===== config.mk =====
export PLATFORM = sky130hd
export DESIGN_NAME = frac_n_divider_mash
export DESIGN_NICKNAME = d
export VERILOG_FILES = /design/src/rtl/frac_div_pkg.sv /design/src/rtl/frac_n_divider_mash_mash111.sv /design/src/rtl/frac_n_divider_mash.sv
export SDC_FILE = /design/constraint.sdc
export NUM_CORES = 1
export LEC_CHECK = 0
export ABC_AREA = 0
export BUFFER_PORTS_ARGS = -buffer_cell sky130_fd_sc_hd__buf_2
export CAP_MARGIN = 20
export CORE_MARGIN = 3
export CORE_UTILIZATION = 28
export CTS_CLUSTER_DIAMETER = 120
export DETAILED_ROUTE_END_ITERATION = 12
export GPL_TIMING_DRIVEN = 0
export HOLD_SLACK_MARGIN = 0.08
export SYNTH_ARGS = -nofsm -noshare
export SYNTH_HDL_FRONTEND = slang
export SYNTH_HIERARCHICAL = 1
export SYNTH_SLANG_ARGS = --single-unit

===== constraint.sdc =====
create_clock -name input_clk -period 25.5 [get_ports input_clk]
set_input_delay 1.275 -clock input_clk [delete_from_list [all_inputs] [get_ports input_clk]]
set_output_delay 1.275 -clock input_clk [all_outputs]
set_load 0.1 [all_outputs]

===== src/rtl/frac_div_pkg.sv =====
// Shared types for the fractional-N divider: MASH order, modulator output width
// and divider FSM states.
package frac_div_pkg;

    typedef enum logic [1:0] {
        ORD_NONE = 2'd0,
        ORD_1    = 2'd1,
        ORD_2    = 2'd2,
        ORD_3    = 2'd3
    } mash_order_e;

    localparam int unsigned Y_W = 4;

    typedef enum logic {
        IDLE = 1'b0,
        RUN  = 1'b1
    } div_state_e;

endpackage


===== src/rtl/frac_n_divider_mash_mash111.sv =====
// MASH 1-1-1 delta-sigma modulator, advanced once per step strobe.
// Produces a signed period correction y in -3..+4 for the selected order.
module mash111_mod
    import frac_div_pkg::*;
#(
    parameter int unsigned FRAC_W = 16
) (
    input  logic                  clk_i,
    input  logic                  rst_ni,
    input  logic                  step_i,
    input  logic                  clear_i,
    input  logic [FRAC_W-1:0]     frac_i,
    input  mash_order_e           order_i,
    output logic signed [Y_W-1:0] y_o
);

    logic [FRAC_W-1:0] acc1_q, acc2_q, acc3_q;
    logic [FRAC_W-1:0] acc1_d, acc2_d, acc3_d;
    logic              c2_z1_q, c3_z1_q, c3_z2_q;
    logic              c2_z1_d, c3_z1_d, c3_z2_d;

    logic [FRAC_W-1:0] a1, a2, a3;
    logic              z2, z3, z33;
    logic [FRAC_W:0]   s1, s2, s3;
    logic              c1, c2, c3;
    logic signed [Y_W-1:0] e1, e2, e3;

    // A clear applied on a step cycle makes this step start from the zeroed state.
    always_comb begin
        a1  = clear_i ? '0   : acc1_q;
        a2  = clear_i ? '0   : acc2_q;
        a3  = clear_i ? '0   : acc3_q;
        z2  = clear_i ? 1'b0 : c2_z1_q;
        z3  = clear_i ? 1'b0 : c3_z1_q;
        z33 = clear_i ? 1'b0 : c3_z2_q;

        s1 = {1'b0, a1} + {1'b0, frac_i};
        s2 = {1'b0, a2} + {1'b0, s1[FRAC_W-1:0]};
        s3 = {1'b0, a3} + {1'b0, s2[FRAC_W-1:0]};
        c1 = s1[FRAC_W];
        c2 = s2[FRAC_W];
        c3 = s3[FRAC_W];

        e1 = $signed({{(Y_W-1){1'b0}}, c1});
        e2 = $signed({{(Y_W-1){1'b0}}, c2}) - $signed({{(Y_W-1){1'b0}}, z2});
        e3 = $signed({{(Y_W-1){1'b0}}, c3})
           - $signed({{(Y_W-2){1'b0}}, z3, 1'b0})
           + $signed({{(Y_W-1){1'b0}}, z33});

        y_o = '0;
        case (order_i)
            ORD_1:   y_o = e1;
            ORD_2:   y_o = e1 + e2;
            ORD_3:   y_o = e1 + e2 + e3;
            default: y_o = '0;
        endcase

        acc1_d  = acc1_q;
        acc2_d  = acc2_q;
        acc3_d  = acc3_q;
        c2_z1_d = c2_z1_q;
        c3_z1_d = c3_z1_q;
        c3_z2_d = c3_z2_q;
        if (step_i) begin
            acc1_d  = s1[FRAC_W-1:0];
            acc2_d  = s2[FRAC_W-1:0];
            acc3_d  = s3[FRAC_W-1:0];
            c2_z1_d = c2;
            c3_z1_d = c3;
            c3_z2_d = z3;
        end else if (clear_i) begin
            acc1_d  = '0;
            acc2_d  = '0;
            acc3_d  = '0;
            c2_z1_d = 1'b0;
            c3_z1_d = 1'b0;
            c3_z2_d = 1'b0;
        end
    end

    always_ff @(posedge clk_i) begin
        if (!rst_ni) begin
            acc1_q  <= '0;
            acc2_q  <= '0;
            acc3_q  <= '0;
            c2_z1_q <= 1'b0;
            c3_z1_q <= 1'b0;
            c3_z2_q <= 1'b0;
        end else begin
            acc1_q  <= acc1_d;
            acc2_q  <= acc2_d;
            acc3_q  <= acc3_d;
            c2_z1_q <= c2_z1_d;
            c3_z1_q <= c3_z1_d;
            c3_z2_q <= c3_z2_d;
        end
    end

endmodule


===== src/rtl/frac_n_divider_mash.sv =====
// Fractional-N clock divider: period counter, ~50% duty output, config shadow
// with valid/ready handshake, ratio clamping; MASH modulator supplies the dither.
module frac_n_divider_mash
    import frac_div_pkg::*;
#(
    parameter int unsigned INT_W   = 8,
    parameter int unsigned FRAC_W  = 16,
    parameter int unsigned DEF_INT = 8,
    parameter int unsigned MIN_DIV = 2
) (
    input  logic              input_clk,
    input  logic              rst_n,
    input  logic              enable,
    input  logic              cfg_valid,
    output logic              cfg_ready,
    input  logic [INT_W-1:0]  cfg_int,
    input  logic [FRAC_W-1:0] cfg_frac,
    input  logic [1:0]        cfg_order,
    input  logic              cfg_clear,
    output logic              output_clk,
    output logic              div_pulse,
    output logic [INT_W:0]    cur_ratio,
    output logic              clamp_evt
);

    localparam logic signed [INT_W+1:0] MIN_S   = (INT_W+2)'(MIN_DIV);
    localparam logic [INT_W:0]          MIN_U   = (INT_W+1)'(MIN_DIV);
    localparam logic [INT_W-1:0]        DEF_I   = INT_W'(DEF_INT);
    localparam logic [INT_W:0]          DEF_R   = (INT_W+1)'(DEF_INT);

    div_state_e        state_q, state_d;
    logic [INT_W:0]    cnt_q, cnt_d;
    logic [INT_W:0]    ratio_q, ratio_d;
    logic              oclk_q, oclk_d;
    logic              pulse_q, pulse_d;
    logic              clamp_q, clamp_d;

    logic [INT_W-1:0]  act_int_q, act_int_d;
    logic [FRAC_W-1:0] act_frac_q, act_frac_d;
    mash_order_e       act_order_q, act_order_d;

    logic              sh_full_q, sh_full_d;
    logic [INT_W-1:0]  sh_int_q, sh_int_d;
    logic [FRAC_W-1:0] sh_frac_q, sh_frac_d;
    mash_order_e       sh_order_q, sh_order_d;
    logic              sh_clear_q, sh_clear_d;

    logic              boundary, accept, apply_clear, launch, clamped;
    logic signed [Y_W-1:0]    y;
    logic signed [INT_W+1:0]  n_wide;
    logic [INT_W:0]           n_sat;

    // Config path: a pending shadow wins; otherwise an offer landing on a
    // boundary bypasses the shadow and is used for that same boundary.
    always_comb begin
        boundary    = (state_q == IDLE) || (cnt_q == '0);
        accept      = cfg_valid && !sh_full_q;
        apply_clear = 1'b0;
        sh_full_d   = sh_full_q;
        sh_int_d    = sh_int_q;
        sh_frac_d   = sh_frac_q;
        sh_order_d  = sh_order_q;
        sh_clear_d  = sh_clear_q;
        act_int_d   = act_int_q;
        act_frac_d  = act_frac_q;
        act_order_d = act_order_q;
        if (boundary && sh_full_q) begin
            act_int_d   = sh_int_q;
            act_frac_d  = sh_frac_q;
            act_order_d = sh_order_q;
            apply_clear = sh_clear_q;
            sh_full_d   = 1'b0;
        end else if (boundary && accept) begin
            act_int_d   = cfg_int;
            act_frac_d  = cfg_frac;
            act_order_d = mash_order_e'(cfg_order);
            apply_clear = cfg_clear;
        end else if (accept) begin
            sh_int_d    = cfg_int;
            sh_frac_d   = cfg_frac;
            sh_order_d  = mash_order_e'(cfg_order);
            sh_clear_d  = cfg_clear;
            sh_full_d   = 1'b1;
        end
        launch = boundary && enable;
    end

    mash111_mod #(
        .FRAC_W (FRAC_W)
    ) u_mash (
        .clk_i   (input_clk),
        .rst_ni  (rst_n),
        .step_i  (launch),
        .clear_i (apply_clear),
        .frac_i  (act_frac_d),
        .order_i (act_order_d),
        .y_o     (y)
    );

    always_comb begin
        n_wide  = $signed({2'b00, act_int_d}) + $signed({{(INT_W+2-Y_W){y[Y_W-1]}}, y});
        clamped = (n_wide < MIN_S);
        n_sat   = clamped ? MIN_U : n_wide[INT_W:0];

        state_d = state_q;
        cnt_d   = cnt_q;
        ratio_d = ratio_q;
        pulse_d = 1'b0;
        clamp_d = 1'b0;
        if (boundary) begin
            state_d = enable ? RUN : IDLE;
            if (launch) begin
                cnt_d   = n_sat - 1'b1;
                ratio_d = n_sat;
                pulse_d = 1'b1;
                clamp_d = clamped;
            end
        end else begin
            cnt_d = cnt_q - 1'b1;
        end
        // High for the first ceil(N/2) counts of the period (N-1 down to floor(N/2)).
        oclk_d = (state_d == RUN) && (cnt_d >= (ratio_d >> 1));
    end

    always_ff @(posedge input_clk) begin
        if (!rst_n) begin
            state_q     <= IDLE;
            cnt_q       <= '0;
            ratio_q     <= DEF_R;
            oclk_q      <= 1'b0;
            pulse_q     <= 1'b0;
            clamp_q     <= 1'b0;
            act_int_q   <= DEF_I;
            act_frac_q  <= '0;
            act_order_q <= ORD_NONE;
            sh_full_q   <= 1'b0;
            sh_int_q    <= '0;
            sh_frac_q   <= '0;
            sh_order_q  <= ORD_NONE;
            sh_clear_q  <= 1'b0;
        end else begin
            state_q     <= state_d;
            cnt_q       <= cnt_d;
            ratio_q     <= ratio_d;
            oclk_q      <= oclk_d;
            pulse_q     <= pulse_d;
            clamp_q     <= clamp_d;
            act_int_q   <= act_int_d;
            act_frac_q  <= act_frac_d;
            act_order_q <= act_order_d;
            sh_full_q   <= sh_full_d;
            sh_int_q    <= sh_int_d;
            sh_frac_q   <= sh_frac_d;
            sh_order_q  <= sh_order_d;
            sh_clear_q  <= sh_clear_d;
        end
    end

    assign cfg_ready  = !sh_full_q;
    assign output_clk = oclk_q;
    assign div_pulse  = pulse_q;
    assign cur_ratio  = ratio_q;
    assign clamp_evt  = clamp_q;

endmodule


* After elaboration in Yosys (flattened, before gate mapping)
Cells that the tools add are included.
Storage, ports and cells: bits of input ports 31, output and inout bits 13, flip-flop bits (word level) 127, logic and storage cells 84
Operators by class: muxes and demuxes 29, add/subtract/negate cells 11, reduce and logical (&&, ||, !) cells 14, equal/unequal tests 3, $lt $le $gt $ge 2, bitwise gates (word level) 4
Operators with widths (count):
- 16-bit two-way mux | 8
- 16-bit by 16-bit adder with 17-bit output | 3
- 9-bit two-way mux | 5
- 9-bit by 1-bit subtractor with 9-bit output, second input constant | 2
- 8-bit two-way mux | 2
- 4-bit one-hot mux with 3 select lines | 1
- 1-bit two-way mux | 11
- 9-bit by 4-bit adder with 10-bit output | 1
- 10-bit by 3-bit less-than comparator with 1-bit output, second input constant | 1
- 9-bit by 8-bit greater-or-equal comparator with 1-bit output | 1
- 9-bit logical NOT | 1
- 2-bit AND reduction | 3
- 3-bit AND reduction | 2
- 1-bit logical AND | 5
- 2-bit by 4-bit adder with 4-bit output | 1
- 4-bit by 2-bit adder with 4-bit output | 1
- 4-bit adder | 1
- 2-bit == test, second input constant | 2
- 2-bit two-way mux | 2
- 1-bit NOT | 4
- 1-bit by 2-bit subtractor with 3-bit output | 1
- 2-bit by 1-bit == test with 1-bit output, second input constant | 1
- 2-bit OR reduction | 1
- 1-bit by 1-bit subtractor with 2-bit output | 1
- 2 further kinds | 2

* Longest topological paths before layout
Gate-level depths: netlist of run 1.
depth in word-level cells 21, depth in mapped cells 52, mapped depth without buffers 51

* Modules after synthesis
Netlist of run 1, hierarchy kept.
Modules (own cells, without submodules):
- mash111_mod | area an instance 4558.1 µm², cells an instance 542, seq. area each 1021.0 µm², times used 1
- frac_n_divider_mash | area an instance 4196.5 µm², cells an instance 519, seq. area each 1521.5 µm², times used 1

* Worst setup path before layout of run 1
OpenSTA, ideal clock, no wires.
kind input port to flip-flop, start point input cnt_q[4], end point register oclk_q (netlist: output_clk), required time 25414 ps, arrival time 10710 ps, cell stages on the path 49, path slack 14705 ps, buffers on the path 4, library setup time 86 ps, cells stage by stage dfxtp_1 > or3_1 > o41ai_4 > buf_2 > buf_4 > a32o_1 > clkbuf_1 > nor2b_1 > ha_1 > fa_1 > a211oi_1 > o21bai_1 > a21oi_1 > xnor2_1 > ha_1 > a21oi_1 > o21ai_0 > and3_1 > (+13 left out) > and2_1 > fa_1 > or4_1 > o41a_1 > a22oi_1 > o211ai_1 > o31ai_4 > or2_1 > ha_1 > clkbuf_1 > nor2_1 > a211oi_1 > o221ai_1 > ha_1 > o21ai_0 > o21ai_0 > a21oi_1 > a211oi_1
On the way: cells in the longest elaborated chain, start to end 21, elaborated cells on any way between the ends 43, classes of those cells add/sub: 11; order compare: 2; eq/ne: 3; mux: 21; reduce/logical: 6
RTL lines:
- start: declaration | RTL line frac_n_divider_mash.sv:32 | logic [INT_W:0] cnt_q, cnt_d;
- 9-bit logical NOT (*) | RTL line frac_n_divider_mash.sv:56 | boundary = (state_q == IDLE) || (cnt_q == '0);
- 1-bit logical OR (*) | RTL line frac_n_divider_mash.sv:56
- 1-bit logical AND | RTL line frac_n_divider_mash.sv:73 | end else if (boundary && accept) begin
- 1-bit two-way mux | RTL line frac_n_divider_mash.sv:73
- 1-bit two-way mux (*) | RTL line frac_n_divider_mash.sv:67 | if (boundary && sh_full_q) begin
- via apply_clear | RTL line frac_n_divider_mash.sv:48 | logic boundary, accept, apply_clear, launch, clamped;
- 16-bit two-way mux
- 16-bit by 16-bit adder with 17-bit output | RTL line frac_n_divider_mash_mash111.sv:37 | s1 = {1'b0, a1} + {1'b0, frac_i};
- (+6 left out)
- via y[1] | RTL line frac_n_divider_mash.sv:49 | logic signed [Y_W-1:0] y;
- (+1 left out)
- 10-bit by 3-bit less-than comparator with 1-bit output | RTL line frac_n_divider_mash.sv:102 | clamped = (n_wide < MIN_S);
- 9-bit two-way mux (*) | RTL line frac_n_divider_mash.sv:103 | n_sat = clamped ? MIN_U : n_wide[INT_W:0];
- 9-bit by 1-bit subtractor with 9-bit output (*) | RTL line frac_n_divider_mash.sv:113 | cnt_d = n_sat - 1'b1;
- 9-bit two-way mux (*) | RTL line frac_n_divider_mash.sv:112 | if (launch) begin
- 9-bit two-way mux (*) | RTL line frac_n_divider_mash.sv:110 | if (boundary) begin
- via cnt_d[4] | RTL line frac_n_divider_mash.sv:32
- 9-bit by 8-bit greater-or-equal comparator with 1-bit output (*) | RTL line frac_n_divider_mash.sv:122 | oclk_d = (state_d == RUN) && (cnt_d >= (ratio_d >> 1));
- 1-bit logical AND (*) | RTL line frac_n_divider_mash.sv:122
- end signal: assignment | RTL line frac_n_divider_mash.sv:145 | oclk_q <= oclk_d;
- end: declaration | RTL line frac_n_divider_mash.sv:34 | logic oclk_q, oclk_d;
The timed path passes the listed nets; every way through them passes the cells marked *. A chain may end at the register's enable or synchronous reset.

* Worst setup path after layout of run 1
start point input cnt_q[2], end point register oclk_q (netlist: output_clk)
Same word-level chain as after synthesis.

==> results.json, run 1 <==
{
  "status": "complete, no violations",
  "crit_fanout": 10,
  "dp_hpwl_um": 18400,
  "die_x_um": 183,
  "worst_slew_pin_slew_ps": 810,
  "slew_headroom": 0.460,
  "synth.most_common_cell": "dfxtp_1",
  "wl_per_cell_um": 16.0,
  "cts_tree": "built",
  "postSynthCellCount": 1061,
  "via_per_inst": 5.14,
  "required_ps": 25810,
  "drtPass1Iterations": 5,
  "ys_seq_elements": 127,
  "core_um2": 30700,
  "diodes": 0,
  "final_layout_size_suffix_gt1_frac": 0.108,
  "setup_tns_ps": 0,
  "synth-async-reset-ratio": 0,
  "synth_top_area_frac": 0.290,
  "end_kind": "flop",
  "clk_pin_slew_ps": 60,
  "insertion_delay_ps": 430,
  "syn-num-nets": 1172,
  "post_cts_buffers": 0,
  "hold_viol": 0,
  "finalNetCount": 1234,
  "peakVddDrop_uv": 56.0,
  "hold_class": "reg2reg",
  "die_h_um": 183,
  "yosysSeqAreaShare": 0.290,
  "synth_cell_type_count": 81,
  "gp_congestion": 0.875,
  "drc_errors": 0,
  "initial_core_util": 0.285,
  "grt_pass1_wl_um": 39800,
  "routed-via-count": 7878,
  "syn_to_final_growth_pct": 15.5,
  "synth_ff_type": "dfxtp_1",
  "rows": 64,
  "setup_violations": 0,
  "synth_edf_count": 0,
  "drv_cap": 0,
  "final_area_um2": 10100,
  "cp_common_cell": "ha_1",
  "worst_path_max_delay_cell": "o41ai_4",
  "clock_sinks": 127,
  "io-pin-count": 44,
  "cp.arrival_ps": 13980,
  "globalRouteOverflowTotal": 0,
  "critPathKind": "reg2reg",
  "dpl_cell_area_um2": 9470,
  "grt_antenna_before_repair": 1,
  "ant_nets": 0,
  "powerDensity_nw_per_um2": 138,
  "syn-cell-area_um2": 8750,
  "cts_buffer_depth": 2,
  "ys_top_cells_by_count": "dfxtp_1 (127), a21oi_1 (104), nand2_1 (103), nor2_1 (84), ha_1 (74)",
  "period_minus_slack_ps": 13670,
  "ys_warn_count": 6,
  "slew_viol_final": 0,
  "critPathMaxStageDelay_ps": 630,
  "die_area_um2": 33400,
  "port_buffers": 43,
  "rsz0062_at_grt": "no",
  "ctsHoldBuffers": 0,
  "leakagePower_nw": 4.42,
  "cts_resized": 0,
  "numCtsBuffers": 17,
  "htree_levels": 4,
  "root_buffer": "clkbuf_16",
  "drtIter0Drc": 427,
  "fin_crit_sh": 0.536,
  "grt_usage": 0.147,
  "finClkSkew_ps": 10.2,
  "syn_avg_cell_area_um2": 8.25,
  "start_kind": "flop",
  "yosys.area.top_type": "dfxtp_1",
  "fmax_mhz": 73.2,
  "grt_pass1_vias": 7613,
  "grt_start_max_net_pins": 17,
  "drt_wl_total_um": 24500,
  "yosys-top-cells-area": "dfxtp_1 (29%), ha_1 (11%), a21oi_1 (5.9%)"
}
==> kinds of logic (layout without fill, tap and decap cells) <==
kind of cell	after synthesis	count (layout)	synth area share
AOI/OAI and AO/OA	308	308	0.237
xor gates and xnor gates	45	45	0.0466
adders and majority gates	80	80	0.119
buffers and inverters	77	152	0.0406
DFF	127	127	0.290
muxes	34	34	0.0389
and+or+nand+nor	390	390	0.227
==> power breakdown <==
part | internal (mW) | switching [mW]
sequential | 0.249 | 0.0184
clock | 0.173 | 0.0972
combinational | 0.335 | 0.526
==> state kept, by name, indices dropped and copies added (netlist names), 2 cells and up <==
name           cells
cnt_q              9
cur_ratio          9
u_mash/acc3_q     16
u_mash/acc2_q     16
sh_frac_q         16
act_order_q        2
act_frac_q        16
sh_int_q           8
u_mash/acc1_q     16
sh_order_q         2
act_int_q          8
==> stage by stage <==
stage / power, mW / std cells / worst slack (ps) / utilization / hold WS (ps)
after CTS: 1.40 / 1532 / 11950 / 0.330 / 457
after global routing: 1.52 / 1532 / 10820 / 0.330 / 473
after global placement: 1.11 / 1500 / 12090 / 0.309 / 443
after detailed placement: 1.12 / 1500 / 12070 / 0.309 / 448
after floorplan: 0.941 / 1061 / 14700 / - / 436
final: 1.40 / 1532 / 11830 / 0.330 / 457
==> final timing paths <==
| path | startpoint | endpoint | slack (ps) | depth (start not counted) |
|---|---|---|---|---|
| worst max-delay path | cnt_q[2] | output_clk | 11830 | 47 |
| worst min-delay path | sh_int_q[4] | sh_int_q[4] | 460 | 2 |
| worst max register to register | cnt_q[2] | output_clk | 11830 | 47 |
| worst min register to register | sh_int_q[4] | sh_int_q[4] | 460 | 2 |
==> cell usage in the layout (no fill, tap or decap), types with 27 or more instances in the layout <==
cell type,synthesis,layout
a21oi_1,104,104
and2_1,34,34
buf_2,10,53
clkbuf_1,30,31
dfxtp_1,127,127
ha_1,74,74
mux2i_1,34,34
nand2_1,103,103
nor2_1,84,84
nor2b_1,55,55
o21ai_0,29,29
o22ai_1,38,38
xnor2_1,27,27
==> per-layer routing <==
layer / global-route usage / wire [um] / part of all wire
met2: 0.245 / 11400 / 0.47
met4: 0.0417 / 463 / 0.019
met1: 0.194 / 11500 / 0.47
met3: 0.0311 / 1120 / 0.046
met5: 0 / 0 / 0
==> critical path: cells and delay by family (launching register included) <==
family / cells / cell delay [ps]
adders and majority gates: 9 / 3200
DFF: 1 / 350
AOI/OAI and AO/OA: 20 / 5640
xor gates and xnor gates: 2 / 460
and+or+nand+nor: 10 / 2220
buffers and inverters: 6 / 1620
==> cell type report <==
type / instances / area, um^2
Inverter: 27 / 101
Fill cell: 3195 / 20600
Timing Repair Buffer: 43 / 215
Clock inverter: 14 / 216
Clock buffer: 18 / 429
Sequential cell: 127 / 2540
Multi-Input combinational cell: 857 / 5860
Buffer: 50 / 254
Tap cell: 396 / 495
No activity file was read; power rests on OpenSTA's default activity.
==> inputs of run 2 (changes only) <==
==> constraint.sdc (replaced) <==
create_clock -name input_clk -period 13.9 [get_ports input_clk]
set_input_delay 0.695 -clock input_clk [delete_from_list [all_inputs] [get_ports input_clk]]
set_output_delay 0.695 -clock input_clk [all_outputs]
set_load 0.1 [all_outputs]
==> run 2 against run 1 <==
Via count down 0.24%. Critical path type unchanged. Die area unchanged. Register-to-register slack got worse by 11000 ps. Power rose by 84%. Largest power group unchanged.
==> results.json, run 2 (synthesis results as in run 1) <==
{
  "status": "complete, no violations",
  "drtIter0Drc": 431,
  "critPathKind": "reg2reg",
  "die_area_um2": 33400,
  "dpl_cell_area_um2": 9470,
  "initial_core_util": 0.285,
  "grt_pass1_wl_um": 39800,
  "grt_pass1_vias": 7613,
  "grt_usage": 0.147,
  "numCtsBuffers": 17,
  "finalPower_mw": 2.58,
  "wl_per_cell_um": 16.0,
  "syn_to_final_growth_pct": 15.8,
  "rows": 64,
  "setup_violations": 0,
  "p_sw_mw": 1.18,
  "required_ps": 14210,
  "ant_nets": 0,
  "cp.arrival_ps": 13260,
  "seqCellArea_um2": 2540,
  "post-place-ws_ps": 465,
  "peakVddDrop_uv": 102,
  "r2r-end": "output_clk",
  "die_h_um": 183,
  "clkPwrFrac": 0.193,
  "via_per_inst": 5.13,
  "grt_antenna_before_repair": 1,
  "powerDensity_nw_per_um2": 254,
  "drt_wl_total_um": 24500,
  "ctsHoldBuffers": 0,
  "diodes": 0,
  "crit_fanout": 10,
  "globalRouteOverflowTotal": 0,
  "final_area_um2": 10100,
  "fmax_mhz": 77.2,
  "final_layout_size_suffix_gt1_frac": 0.113,
  "internal-power_mw": 1.39,
  "drv_cap": 0,
  "p_comb_frac": 0.617,
  "setup_tns_ps": 0,
  "cts_tree": "built",
  "routed-via-count": 7859,
  "htree_levels": 4,
  "fill_cells": 3194,
  "root_buffer": "clkbuf_16",
  "port_buffers": 43,
  "fin_crit_sh": 0.932,
  "slew_headroom": 0.529,
  "dp_hpwl_um": 18400,
  "p_sw_frac": 0.459,
  "core_um2": 30700,
  "mostFrequentLayoutCells": "dfxtp_1 (127), nand2_1 (103), a21oi_1 (103)",
  "multi_input_area_um2": 5870,
  "clock_sinks": 127,
  "hold_viol": 0,
  "cts_buffer_depth": 2,
  "insertion_delay_ps": 430,
  "fin_ws_ps": 945,
  "finalNetCount": 1235,
  "hold_class": "reg2reg",
  "period_minus_slack_ps": 12950,
  "end_kind": "flop",
  "mostFrequentLayoutCell": "dfxtp_1",
  "slew_viol_final": 0,
  "worstReg2RegStart": "cnt_q[2]",
  "drc_errors": 0,
  "die_x_um": 183,
  "critPathMaxStageDelay_ps": 540,
  "startpoint": "cnt_q[2]",
  "clk_pin_slew_ps": 60,
  "gp_congestion": 0.875,
  "r2r_cells": 48,
  "worst_slew_pin_slew_ps": 707,
  "final_util": 0.331,
  "drtPass1Iterations": 5,
  "rsz0062_at_grt": "no",
  "leakagePower_nw": 4.44,
  "finClkSkew_ps": 10.3,
  "power_frac_seq": 0.190,
  "endpoint": "output_clk",
  "start_kind": "flop",
  "worst_path_max_delay_cell": "a2111oi_1",
  "grt_start_max_net_pins": 17,
  "cp_common_cell": "ha_1",
  "io-pin-count": 44,
  "ff2ff_setup_slack_ps": 950
}
==> run 2: changes by cell type in the layout (fill, tap and decap cells not counted), sizes merged <==
cell | before | now
clkbuf | 53 | 52
buf | 57 | 59
==> run 2: power groups by stage <==
stage	registers (mW)	logic [mW]	clock network, mW
4_1_cts	0.490	1.57	0.507
2_1_floorplan	0.552	1.17	0
3_5_place_dp	0.498	1.56	0
5_1_grt	0.500	1.78	0.522
6_report	0.490	1.59	0.496
3_3_place_gp	0.496	1.53	0
==> run 2: final cells by class <==
cell class,count,share of cell area
buffer,50,0.0253
clock buffer,18,0.0423
multi-input combinational,857,0.579
sequential,127,0.251
tap,396,0.0489
clock inverter,14,0.0214
timing repair buffer,44,0.0220
inverter,27,0.0100
==> run 2: how the worst min path moves through the flow <==
| stage | from | endpoint | slack, ps | depth (start not counted) |
|---|---|---|---|---|
| after floorplan | sh_clear_q | sh_clear_q | 440 | 2 |
| after global placement | sh_int_q[0] | sh_int_q[0] | 440 | 2 |
| after detailed placement | sh_int_q[1] | sh_int_q[1] | 450 | 2 |
| after CTS | sh_int_q[1] | sh_int_q[1] | 460 | 2 |
| after global routing | sh_int_q[1] | sh_int_q[1] | 470 | 2 |
| final | sh_int_q[1] | sh_int_q[1] | 460 | 2 |
==> run 2: worst max-delay path: cells and delay by family (launching register included) <==
kind | cells | cell delay [ps]
xor gates and xnor gates | 2 | 470
AOI/OAI and AO/OA | 23 | 5550
and+or+nand+nor | 9 | 2080
DFF | 1 | 350
buffers and inverters | 5 | 1230
adders and majority gates | 9 | 3120
==> run 2: what timing repair did <==
item	4_1_cts	5_1_grt
endpoints found under the setup margin	0	1
buffers inserted	0	1
gates resized for setup	0	9
==> run 2: routing by layer <==
layer / wire length, um / share of wire / GRT usage / up-vias
li1: - / - / - / 3964
met3: 1100 / 0.045 / 0.0311 / 38
met2: 11400 / 0.47 / 0.245 / 161
met5: 0 / 0 / 0 / -
met1: 11500 / 0.47 / 0.194 / 3696
met4: 505 / 0.021 / 0.0417 / 0
==> run 2: through the flow <==
stage	std cells	hold slack, ps
floorplan	1061	436
global placement	1500	443
detailed placement	1500	448
CTS	1532	457
global route	1533	473
finish	1533	457
